File: src/rtl/bp_lce_req_arbiter.sv
// Round-robin arbiter that merges several LCE request producers onto one
// ready->valid network link. Each producer has a one-entry buffer and an
// outstanding-request credit counter charged at accept time.
module bp_lce_req_arbiter #(
    parameter int unsigned num_req_p   = 2,
    parameter int unsigned msg_width_p = 128,
    parameter int unsigned credits_p   = 8,
    localparam int unsigned SrcW       = (num_req_p > 1) ? $clog2(num_req_p) : 1
) (
    input  logic                             clk_i,
    input  logic                             reset_n_i,
    input  logic [num_req_p*msg_width_p-1:0] req_i,
    input  logic [num_req_p-1:0]             req_v_i,
    output logic [num_req_p-1:0]             req_ready_o,
    input  logic [num_req_p-1:0]             credit_return_i,
    output logic [num_req_p-1:0]             credits_full_o,
    output logic                             credits_empty_o,
    output logic [msg_width_p-1:0]           lce_req_o,
    output logic                             lce_req_v_o,
    input  logic                             lce_req_ready_i,
    output logic [SrcW-1:0]                  lce_req_src_o
);

    localparam int unsigned CntW = $clog2(credits_p + 1);

    logic [msg_width_p-1:0] buf_q [num_req_p];
    logic [num_req_p-1:0]   buf_v_q, buf_v_d;
    logic [CntW-1:0]        cnt_q [num_req_p];
    logic [CntW-1:0]        cnt_d [num_req_p];
    logic [SrcW-1:0]        rr_q, rr_d;

    logic [num_req_p-1:0]   grant;
    logic [SrcW-1:0]        grant_idx;
    logic [num_req_p-1:0]   accept;
    logic                   send;

    // Round-robin search starting one past the last granted requester.
    always_comb begin : p_grant
        logic            found;
        logic [SrcW-1:0] idx;
        grant     = '0;
        grant_idx = '0;
        found     = 1'b0;
        idx       = rr_q;
        for (int k = 0; k < int'(num_req_p); k++) begin
            idx = (idx == SrcW'(num_req_p - 1)) ? '0 : idx + 1'b1;
            if (!found && buf_v_q[idx]) begin
                grant[idx] = 1'b1;
                grant_idx  = idx;
                found      = 1'b1;
            end
        end
    end

    // Output link, input handshakes and buffer/pointer next state.
    always_comb begin
        send            = lce_req_ready_i & (|buf_v_q);
        lce_req_v_o     = send;
        lce_req_src_o   = grant_idx;
        lce_req_o       = '0;
        credits_empty_o = 1'b1;
        for (int i = 0; i < int'(num_req_p); i++) begin
            if (grant[i]) lce_req_o = buf_q[i];
            credits_full_o[i] = (cnt_q[i] == CntW'(credits_p));
            if (cnt_q[i] != '0) credits_empty_o = 1'b0;
            // Ready is gated by reset so producers see a quiet link while held in reset.
            req_ready_o[i] = reset_n_i & ~credits_full_o[i]
                           & (~buf_v_q[i] | (grant[i] & lce_req_ready_i));
            accept[i]      = req_ready_o[i] & req_v_i[i];
            buf_v_d[i]     = accept[i] | (buf_v_q[i] & ~(grant[i] & send));
        end
        rr_d = send ? grant_idx : rr_q;
    end

    // Credit counters: simultaneous accept and return cancel; underflow saturates at zero.
    always_comb begin
        for (int i = 0; i < int'(num_req_p); i++) begin
            cnt_d[i] = cnt_q[i];
            if (accept[i] && !credit_return_i[i]) begin
                cnt_d[i] = cnt_q[i] + CntW'(1);
            end else if (!accept[i] && credit_return_i[i] && (cnt_q[i] != '0)) begin
                cnt_d[i] = cnt_q[i] - CntW'(1);
            end
        end
    end

    // State registers; reset starts the pointer at the last index so requester 0 wins first.
    always_ff @(posedge clk_i or negedge reset_n_i) begin
        if (!reset_n_i) begin
            buf_v_q <= '0;
            rr_q    <= SrcW'(num_req_p - 1);
            for (int i = 0; i < int'(num_req_p); i++) begin
                buf_q[i] <= '0;
                cnt_q[i] <= '0;
            end
        end else begin
            buf_v_q <= buf_v_d;
            rr_q    <= rr_d;
            for (int i = 0; i < int'(num_req_p); i++) begin
                if (accept[i]) buf_q[i] <= req_i[i*msg_width_p +: msg_width_p];
                cnt_q[i] <= cnt_d[i];
            end
        end
    end

    for (genvar g = 0; g < int'(num_req_p); g++) begin : g_chk
        // A producer must not raise valid unless ready is already high.
        assert property (@(posedge clk_i) disable iff (!reset_n_i)
                         !(req_v_i[g] && !req_ready_o[g]))
            else $error("requester %0d valid while not ready", g);
        // A credit return with nothing outstanding is a producer bug.
        assert property (@(posedge clk_i) disable iff (!reset_n_i)
                         !(credit_return_i[g] && (cnt_q[g] == '0)))
            else $warning("requester %0d credit return with no outstanding request", g);
    end

endmodule

File: config.mk
export PLATFORM = sky130hd
export DESIGN_NAME = bp_lce_req_arbiter
export DESIGN_NICKNAME = d
export VERILOG_FILES = /design/src/rtl/bp_lce_req_arbiter.sv
export SDC_FILE = /design/constraint.sdc
export NUM_CORES = 1
export LEC_CHECK = 0
export BUFFER_PORTS_ARGS = -buffer_cell sky130_fd_sc_hd__clkbuf_2
export CELL_PAD_IN_SITES_DETAIL_PLACEMENT = 0
export CELL_PAD_IN_SITES_GLOBAL_PLACEMENT = 1
export CORE_ASPECT_RATIO = 0.5
export CORE_MARGIN = 1.5
export CORE_UTILIZATION = 30
export DETAILED_ROUTE_END_ITERATION = 8
export PLACE_DENSITY_LB_ADDON = 0.1
export SETUP_SLACK_MARGIN = 0.4
export SLEW_MARGIN = 40
export SYNTH_ARGS = -nofsm -noshare
export SYNTH_HDL_FRONTEND = slang
export SYNTH_SLANG_ARGS = --single-unit
export TNS_END_PERCENT = 10
File: constraint.sdc
create_clock -name clk_i -period 2.62 [get_ports clk_i]
set_input_delay 0.262 -clock clk_i [delete_from_list [all_inputs] [get_ports clk_i]]
set_output_delay 0.262 -clock clk_i [all_outputs]
set_load 0.02 [all_outputs]
==> metrics <==
CP Data Required Time 2.36 ns; worst hold path startpoint credit_return_i[1]; Reg-to-Reg Start rr_q$_DFFE_PN1P_; kind of critical path flop to output pin; Peak VDD IR 438 uV; R2R setup slack 0.32 ns; Post-synth ARST share between 90% and 100%; Hold Path Depth 2; antenna violations before repair 1; CTS Buffer Depth 3; Comb power frac between 40% and 50%; hold crit path type primary input to flop; ratio of cells with drive above 1 in the final layout 52.4%; Port-buffer cells 397; Final Max Tran Viols 0; Syn Std Cell Area between 10000 and 15000 um2; Worst Skew ~0.029 ns; row count 50; WL/cell 19.7 um; Critical Path Start Type flop; most used cell, CP nor2b_4; GRT Util Overall 18.5%; pre-CTS WS 0.235 ns; nets ~1700; DIE AREA around 39000 um2; Worst-path clk slew 0.07 ns; Synthesized Nets between 1000 and 1500; worst hold endpoint cnt_q[2]$_DFFE_PN0P_; CP max-delay cell dfstp_2; drt total wl between 30000 and 40000 um; Seq. cell area ~6700 um2; Sw Ratio 36.0%; Reg2Reg Capture Point cnt_q[3]$_DFFE_PN0P_; TNS Setup 0 ns; RSZ-0062 raised after global routing yes; largest net degree at the start of global routing approximately 90; fillers around 3300; PD cells about 1200 nW/um2; clock power share approximately 20%; DPL Wire Length approximately 23000 um; crit-path leading delay family buffers and inverters; Starting Density 30.5%; Vias/cell around 4.7; Post-synth EDFFs 0; final hold vios 0; Die Ht approximately 140 um; Reg power frac between 30% and 40%; count of cell types in the netlist 35; Max-Cap Viols 0; top_reg_cell synth dfrtp_1; cell count after synthesis between 700 and 800; number of global-route vias before repair 10100; Slew @ Worst Pin about 0.65 ns; H-tree depth 1; area delta synth->final 61.8%; Layout Utilization between 40% and 50%; setup violators final 0; drt pass-1 iters 4; area of the multi-input gates about 4600 um2; leakage about 0.0086 uW; first-pass GRT wire length approximately 57000 um; routability-driven placement congestion ratio between 0.7 and 0.8; total grt overflow 0; register area share after synthesis between 50% and 60%; Ports about 400; Psw between 7000 and 8000 uW; Num CTS Buffers 28; FF+latch count, synth 267; max_slew headroom between 50% and 60%; fin worst setup slack ~0.25 ns; CTS tree done; WP buf/inv 4; Ys Warns 0; fin crit share between 90% and 100%; CP max stage delay between 0.5 and 0.6 ns; Worst R2R Path Depth 9; status complete, no violations; clk_lat worst skew between 0.5 and 0.6 ns; Antenna Nets Post-Route 0; core area around 37000 um2; clk sinks 267; Critical Path Sink Type output pin; Avg Cell Area, Syn between 10 and 15 um2; Root Driver clkbuf_16; DRT iter0 DRCs between 200 and 300; residual DRC count 0; internal power 13700 uW; worst-path fanout max 4; FMAX between 400 and 500 MHz; Die W 279 um; final worst path period need between 2 and 2.5 ns; cell breakdown of the critical path nor2b_4 > nor2b_4 > buf_12 > clkbuf_16 > buf_6 > a22o_1 > buf_2; Vias a little over 9000; Arr. time, crit path 2.11 ns
-- per-stage QoR --
step	power [uW]	hold slack, ns	std cells	instance area (um2)
floorplan	12700	-0.0336	770	11400
global placement	15300	0.345	1622	14000
detailed placement	15500	0.345	1623	14100
CTS	21000	0.00281	1952	18100
global route	22700	0.00588	1965	18500
finish	21400	0.0000939	1965	18500
-- synthesized netlist by cell type, types with 3 or more instances --
cell type	n	area (um2)
inv_1	3	11.3
ha_1	4	50.1
mux2_2	259	2920
o21ai_0	3	15.0
dfrtp_1	266	6660
nor2_1	4	15.0
a22o_1	129	1130
buf_2	28	140
xnor2_1	4	35.0
nand2_1	7	26.3
nor2b_1	3	18.8
clkbuf_1	28	105
a21oi_1	3	15.0
xor2_1	3	26.3
-- cells in the final DEF, fill, tap and decap left out, drive strengths merged --
cell type and n:
clkbuf 404, dfrtp 266, mux2 259, dlygate4sd3 258
a22o 129, buf 83, nand2 7, clkinv 6
nor2 4, inv 4, xnor2 4, ha 4
o21ai 4, xor2 3, bufinv 3, nor2b 3
a21oi 3, nor4b 2, or4 2, a31oi 2
a21o 2, mux2i 2, fa 2, diode 1
a21boi 1, nor3 1, nand4 1, or2 1
a21bo 1, a211oi 1, nand2b 1, and3 1
and3b 1, o2bb2ai 1, nor4 1, nand3b 1
bufbuf 1, dfstp 1
-- flip-flops by register name, indices dropped and copies added, names as in the netlist --
name,count
cnt_q,8
buf_q,256
rr_q,1
buf_v_q,2
-- power by group through the flow --
| stage | Sequential (uW) | Clock (uW) | Combinational, uW |
|---|---|---|---|
| final | 7220 | 4220 | 9970 |
| after floorplan | 6970 | 0 | 5740 |
| after global placement | 7200 | 0 | 8130 |
| after global routing | 7490 | 4560 | 10600 |
| after CTS | 7210 | 4350 | 9440 |
| after detailed placement | 7290 | 0 | 8220 |
-- per-layer routing --
layer | GRT usage, % | vias to the layer above | routed length (um)
met5 | 0 | - | 0
met4 | 3.60 | 0 | 669
met3 | 2.65 | 50 | 1100
met2 | 33.7 | 157 | 19700
met1 | 23.6 | 4778 | 17200
li1 | - | 4245 | -
-- timing repair --
action,in CTS,in global routing
pin swaps,1,8
hold buffers,258,0
endpoints found under the hold margin,283,0
setup endpoints to repair,258,234
buffers inserted,10,3
gates cloned,10,9
resized for setup,36,87
-- cells by family (layout without fill, tap and decap cells) --
logic type | count (synthesis) | after routing | synth area share (%)
simple gates | 26 | 26 | 1.33
fa+ha+maj | 6 | 6 | 0.789
flops | 267 | 267 | 58.5
buf+inv | 59 | 759 | 2.25
compound gates | 144 | 144 | 10.8
other cells | 0 | 1 | 0
mux | 261 | 261 | 25.7
xor+xnor | 7 | 7 | 0.537
-- worst max path at each step --
stage | cells after the start | end | start | slack (ns)
after detailed placement | 10 | cnt_q[7]$_DFFE_PN0P_ | rr_q$_DFFE_PN1P_ | 0.24
after global placement | 10 | cnt_q[7]$_DFFE_PN0P_ | rr_q$_DFFE_PN1P_ | 0.28
final | 7 | lce_req_o[26] | rr_q$_DFFE_PN1P_ | 0.25
after CTS | 7 | lce_req_o[24] | rr_q$_DFFE_PN1P_ | 0.23
after global routing | 7 | lce_req_o[47] | rr_q$_DFFE_PN1P_ | 0.19
after floorplan | 12 | cnt_q[7]$_DFFE_PN0P_ | rr_q$_DFFE_PN1P_ | 0.11
-- area by class of cell --
type	count	share of cell area [%]
clock inverters	10	0.711
repair buffers	705	30.4
clock buffers	41	4.50
well taps	494	3.35
inverters	3	0.0610
multi-input cells	444	24.8
flip-flops and latches	267	36.2
diodes	1	0.0135
No activity file was read; power rests on OpenSTA's default activity.
